===== config.mk =====
export PLATFORM = sky130hd
export DESIGN_NAME = periph_resp_router
export DESIGN_NICKNAME = d
export VERILOG_FILES = /design/src/rtl/periph_resp_router.sv
export SDC_FILE = /design/constraint.sdc
export NUM_CORES = 1
export LEC_CHECK = 0
export ABC_AREA = 1
export CORE_AREA = 2 2 238 240
export CTS_CLUSTER_DIAMETER = 50
export DETAILED_ROUTE_END_ITERATION = 10
export DIE_AREA = 0 0 240 242
export PLACE_DENSITY = 0.47
export SETUP_SLACK_MARGIN = 0.4
export SYNTH_ARGS = -nofsm -noshare
export SYNTH_HDL_FRONTEND = slang
export SYNTH_SLANG_ARGS = --single-unit

===== constraint.sdc =====
create_clock -name clk -period 3.5 [get_ports clk]
set_clock_uncertainty 0.2 [all_clocks]
set_input_delay 0.7 -clock clk [delete_from_list [all_inputs] [get_ports clk]]
set_output_delay 0.7 -clock clk [all_outputs]
set_load 0.02 [all_outputs]

===== src/rtl/periph_resp_router.sv =====
// Response router for the peripheral interconnect. It records granted slave indices in issue order
// and returns only the head slave's response, registered, to the PE. It also flags protocol violations.
module periph_resp_router #(
  parameter int N_SLAVE         = 16,
  parameter int DATA_WIDTH      = 32,
  parameter int MAX_OUTSTANDING = 4
) (
  input  logic                               clk,
  input  logic                               rst,
  input  logic [N_SLAVE-1:0]                 data_req_i,
  input  logic [N_SLAVE-1:0]                 data_gnt_i,
  input  logic [N_SLAVE-1:0]                 r_valid_i,
  input  logic [N_SLAVE*DATA_WIDTH-1:0]      r_rdata_i,
  input  logic [N_SLAVE-1:0]                 r_opc_i,
  output logic                               r_valid_o,
  output logic [DATA_WIDTH-1:0]              r_rdata_o,
  output logic                               r_opc_o,
  output logic                               full_o,
  output logic [$clog2(MAX_OUTSTANDING):0]   outstanding_cnt_o,
  output logic                               order_err_o
);

  localparam int LOG_SLAVE = (N_SLAVE > 1) ? $clog2(N_SLAVE) : 1;
  localparam int PTR_W     = $clog2(MAX_OUTSTANDING);
  localparam int CNT_W     = PTR_W + 1;
  localparam logic [CNT_W-1:0] CNT_MAX = CNT_W'(MAX_OUTSTANDING);
  localparam logic [PTR_W-1:0] PTR_ONE = PTR_W'(1);

  logic [LOG_SLAVE-1:0]  fifo_q [MAX_OUTSTANDING];
  logic [PTR_W-1:0]      rd_ptr_q, rd_ptr_d;
  logic [PTR_W-1:0]      wr_ptr_q, wr_ptr_d;
  logic [CNT_W-1:0]      cnt_q, cnt_d;
  logic                  r_valid_q, r_valid_d;
  logic [DATA_WIDTH-1:0] r_rdata_q, r_rdata_d;
  logic                  r_opc_q, r_opc_d;
  logic                  err_q, err_d;

  logic [N_SLAVE-1:0]    hs_s;
  logic                  push_s;
  logic                  multi_s;
  logic [LOG_SLAVE-1:0]  push_idx_s;
  logic [LOG_SLAVE-1:0]  head_idx_s;
  logic [N_SLAVE-1:0]    head_oh_s;
  logic                  cnt_nz_s;
  logic                  full_s;
  logic                  pop_s;
  logic                  stray_s;
  logic                  push_ok_s;
  logic                  ovf_s;
  logic [DATA_WIDTH-1:0] rdata_sel_s;
  logic                  opc_sel_s;

  // Handshake decode, head selection and next-state computation.
  always_comb begin
    hs_s      = data_req_i & data_gnt_i;
    push_s    = |hs_s;
    multi_s   = |(hs_s & (hs_s - N_SLAVE'(1)));
    push_idx_s = {LOG_SLAVE{1'b0}};
    // Scan downwards so the lowest set bit wins on a multi-hot grant.
    for (int k = N_SLAVE - 1; k >= 0; k--) begin
      push_idx_s = hs_s[k] ? LOG_SLAVE'(k) : push_idx_s;
    end

    head_idx_s  = fifo_q[rd_ptr_q];
    cnt_nz_s    = (cnt_q != {CNT_W{1'b0}});
    full_s      = (cnt_q == CNT_MAX);
    rdata_sel_s = {DATA_WIDTH{1'b0}};
    for (int k = 0; k < N_SLAVE; k++) begin
      head_oh_s[k] = cnt_nz_s && (head_idx_s == LOG_SLAVE'(k));
      rdata_sel_s  = head_oh_s[k] ? r_rdata_i[k*DATA_WIDTH +: DATA_WIDTH] : rdata_sel_s;
    end
    opc_sel_s = |(r_opc_i & head_oh_s);

    pop_s     = |(r_valid_i & head_oh_s);
    stray_s   = |(r_valid_i & ~head_oh_s);
    push_ok_s = push_s & (~full_s | pop_s);
    ovf_s     = push_s & full_s & ~pop_s;

    cnt_d     = cnt_q + CNT_W'(push_ok_s) - CNT_W'(pop_s);
    rd_ptr_d  = pop_s ? (rd_ptr_q + PTR_ONE) : rd_ptr_q;
    wr_ptr_d  = push_ok_s ? (wr_ptr_q + PTR_ONE) : wr_ptr_q;
    r_valid_d = pop_s;
    r_rdata_d = pop_s ? rdata_sel_s : r_rdata_q;
    r_opc_d   = pop_s ? opc_sel_s : r_opc_q;
    err_d     = err_q | multi_s | stray_s | ovf_s;
  end

  // State registers with synchronous reset.
  always_ff @(posedge clk) begin
    if (rst) begin
      for (int i = 0; i < MAX_OUTSTANDING; i++) begin
        fifo_q[i] <= {LOG_SLAVE{1'b0}};
      end
      rd_ptr_q  <= {PTR_W{1'b0}};
      wr_ptr_q  <= {PTR_W{1'b0}};
      cnt_q     <= {CNT_W{1'b0}};
      r_valid_q <= 1'b0;
      r_rdata_q <= {DATA_WIDTH{1'b0}};
      r_opc_q   <= 1'b0;
      err_q     <= 1'b0;
    end else begin
      if (push_ok_s) begin
        fifo_q[wr_ptr_q] <= push_idx_s;
      end
      rd_ptr_q  <= rd_ptr_d;
      wr_ptr_q  <= wr_ptr_d;
      cnt_q     <= cnt_d;
      r_valid_q <= r_valid_d;
      r_rdata_q <= r_rdata_d;
      r_opc_q   <= r_opc_d;
      err_q     <= err_d;
    end
  end

  assign r_valid_o         = r_valid_q;
  assign r_rdata_o         = r_rdata_q;
  assign r_opc_o           = r_opc_q;
  assign full_o            = full_s;
  assign outstanding_cnt_o = cnt_q;
  assign order_err_o       = err_q;

endmodule


==> results.json <==
{
  "synth_edf_count": 16,
  "die_h_um": 242,
  "status": "finished clean",
  "power.density_nw_per_um2": 552.8,
  "multi_input_area_um2": 5230,
  "syn_area_um2": 7032,
  "final.setup.tns_ps": 0,
  "synth_adder_area_share_pct": 0.4626,
  "clk_path_buf_depth": 2,
  "cts_sinks": 60,
  "synth_compound_area_share_pct": 8.577,
  "ys_seq_area_share_pct": 19.36,
  "synth-xor-area-share_pct": 0.2491,
  "drc": 0,
  "nFillCells": 6342,
  "ctsHoldBuffers": 0,
  "cts_buffers": 9,
  "hold_violations": 0,
  "yosys_warnings": 0,
  "cts_tree": "done",
  "period_minus_slack_ps": 3089,
  "slew_headroom_pct": 62.77,
  "cap_violations": 0,
  "design.die.area_um2": 58080,
  "cp.required_ps": 3590,
  "wirelength_um": 57890,
  "grt_pass1_vias": 11362,
  "synth_top_family_by_area": "simple AND/OR/NAND/NOR gates",
  "core_um2": 55730,
  "ir_drop_mv": 0.3066,
  "cp_max_fo": 6,
  "yosys-top-cells-area": "nand2_1 29%, nor2_1 13%, dfxtp_1 13%, nand4_1 8.3%, edfxtp_1 6.8%",
  "ys_top_cells_by_count": "545 x nand2_1, 247 x nor2_1, 115 x inv_1",
  "rsz0062_at_grt": "true",
  "area.growth.synth_to_final_pct": 114.7,
  "period_share_pct": 88.25,
  "viasPerCell": 4.148,
  "yosys.area.top_type": "nand2_1",
  "ys_ff_latch": 60,
  "overflow": 0,
  "final_nets": 2562,
  "firstDrtPassIters": 5,
  "rows": 87,
  "critPathLaunchType": "flop",
  "path_clk_slew_ps": 60,
  "antenna_left": 0,
  "vias": 11423,
  "initial_utilization_pct": 12.62,
  "die_w_um": 240,
  "synthDistinctLibCells": 41,
  "grt_use_total_pct": 18.75,
  "yosysMostFrequentCell": "nand2_1",
  "synth_nets": 1945,
  "dpl.hpwl_um": 48190,
  "drv_slew": 0,
  "end_kind": "flop",
  "yosys.area_share.simple_pct": 60.78,
  "syn_avg_cell_area_um2": 5.151,
  "power_leakage_uw": 0.006264,
  "timing.fmax_mhz": 323.7,
  "path_class": "flop to flop",
  "synth.area.mux_share_pct": 0,
  "port-buffer-count": 616,
  "arrival_ps": 3180,
  "drive_above_1_share_pct": 9.160,
  "netlist.area_leader.share_pct": 29.09,
  "wire_per_inst_um": 21.02,
  "clk_latency_ps": 360,
  "grt_max_degree": 35,
  "worstMarginPinSlew_ps": 557.3,
  "drt_iter0_markers": 514,
  "hold_class": "flop to flop",
  "ys.flop_type": "dfxtp_1",
  "grt_pass1_wl_um": 77890,
  "synthArstFlopShare_pct": 0,
  "htreeDepth": 3,
  "syn_inst": 1365,
  "r2r_setup_slack_ps": 410,
  "grt_antenna_before_repair": 18,
  "setup-violations-final": 0,
  "seqCellArea_um2": 1369,
  "pin_count": 617,
  "cts_root_buf": "clkbuf_16",
  "gp_congestion": 0.9428,
  "power.total_uw": 8344
}
[final timing paths]
| check | from | endpoint | cells after the start |
|---|---|---|---|
| worst max register to register | flop | outstanding_cnt_o[1]$_SDFF_PP0_ | 21 |
| worst min-delay path | r_rdata_o[24]$_SDFFE_PP0N_ | r_rdata_o[24]$_SDFFE_PP0N_ | 2 |
| worst min register to register | r_rdata_o[24]$_SDFFE_PP0N_ | r_rdata_o[24]$_SDFFE_PP0N_ | 2 |
| worst max-delay path | flop | outstanding_cnt_o[1]$_SDFF_PP0_ | 21 |
[metrics by stage]
step                      utilization (%)  std cells  worst slack [ps]  hold WS (ps)  area, µm²
after global routing                27.06       2749             305.3         264.9      15080
after CTS                           26.38       2734             356.7         251.1      14700
after floorplan                         -       1365             572.9         214.2       7032
after global placement              25.74       2717             224.7         235.7      14350
final                               27.09       2754             411.2         248.6      15100
after detailed placement            25.74       2717             85.33         238.0      14350
[placed cells by master (no fill, tap or decap), types with 11 or more instances in the layout]
cell,synthesis,layout
or2_2,25,25
nand2_2,8,14
diode_2,0,11
inv_1,115,113
nor2_2,7,11
dfxtp_1,44,42
nor2_4,6,17
nor2_1,247,232
clkdlybuf4s50_1,0,616
nand3_2,2,11
o21ai_0,19,19
nand3_1,65,54
nand4_1,93,93
nand2_1,545,529
buf_4,0,37
edfxtp_1,16,16
a21oi_1,56,56
[registers in the layout, indices dropped and copies added, names as in the netlist, named ones only]
| register | cells |
|---|---|
| r_opc_o | 1 |
| outstanding_cnt_o | 3 |
| order_err_o | 1 |
| r_rdata_o | 32 |
| fifo_q | 16 |
| wr_ptr_q | 2 |
| r_valid_o | 1 |
| rd_ptr_q | 2 |
[cell families (layout without fill, tap and decap cells)]
logic type,after synthesis,count (layout)
adders and majority gates,2,2
DFF,60,60
AOI/OAI and AO/OA,104,104
and+or+nand+nor,1007,1007
xor gates and xnor gates,2,2
other,0,11
buffers and inverters,190,812
[report_power, final]
group          total [µW]  switching [µW]  internal [µW]
logic                6210            3900           2320
clock network         997             371            626
registers            1130             152            983
total                8340            4420           3920
[cell type report]
| cell class | instances | share of cell area (%) |
|---|---|---|
| Antenna cell | 11 | 0.1823 |
| Clock buffer | 9 | 1.492 |
| Clock inverter | 7 | 0.6548 |
| Inverter | 129 | 3.382 |
| Multi-Input combinational cell | 1115 | 34.65 |
| Sequential cell | 60 | 9.068 |
| Tap cell | 756 | 6.266 |
| Timing Repair Buffer | 667 | 44.31 |
[routing by layer]
metal / vias to the layer above / wire length, µm / part of all wire (%) / GRT usage (%)
met5: - / 10 / 0.017 / 0
met3: 67 / 5151 / 8.9 / 4.809
li1: 5596 / - / - / -
met1: 5214 / 24710 / 43 / 23.65
met2: 544 / 26500 / 46 / 30.89
met4: 2 / 1521 / 2.6 / 6.156
[critical path, stage by stage, from the launching register on]
cell      delay (ps)
dfxtp_4          370
buf_6            130
nand2_4           50
nand3_2           80
nand2_4          160
inv_6             60
nand2_8          100
nor2_4            50
nand2_1           60
o21ai_1           80
a211oi_2         250
nand2_2          120
nor2_4           230
nand2_2           70
nand2_2           60
inv_1             40
nand2_1           50
nand2_1           50
ha_2             170
fa_2             520
inv_1             50
nor2_1            70
[what timing repair did]
action | in CTS | in global routing
setup buffers | 1 | 9
pin swaps | 4 | 29
endpoints found under the setup margin | 26 | 46
gates resized for setup | 9 | 76
Note: power is estimated with default switching activity, not from simulation.
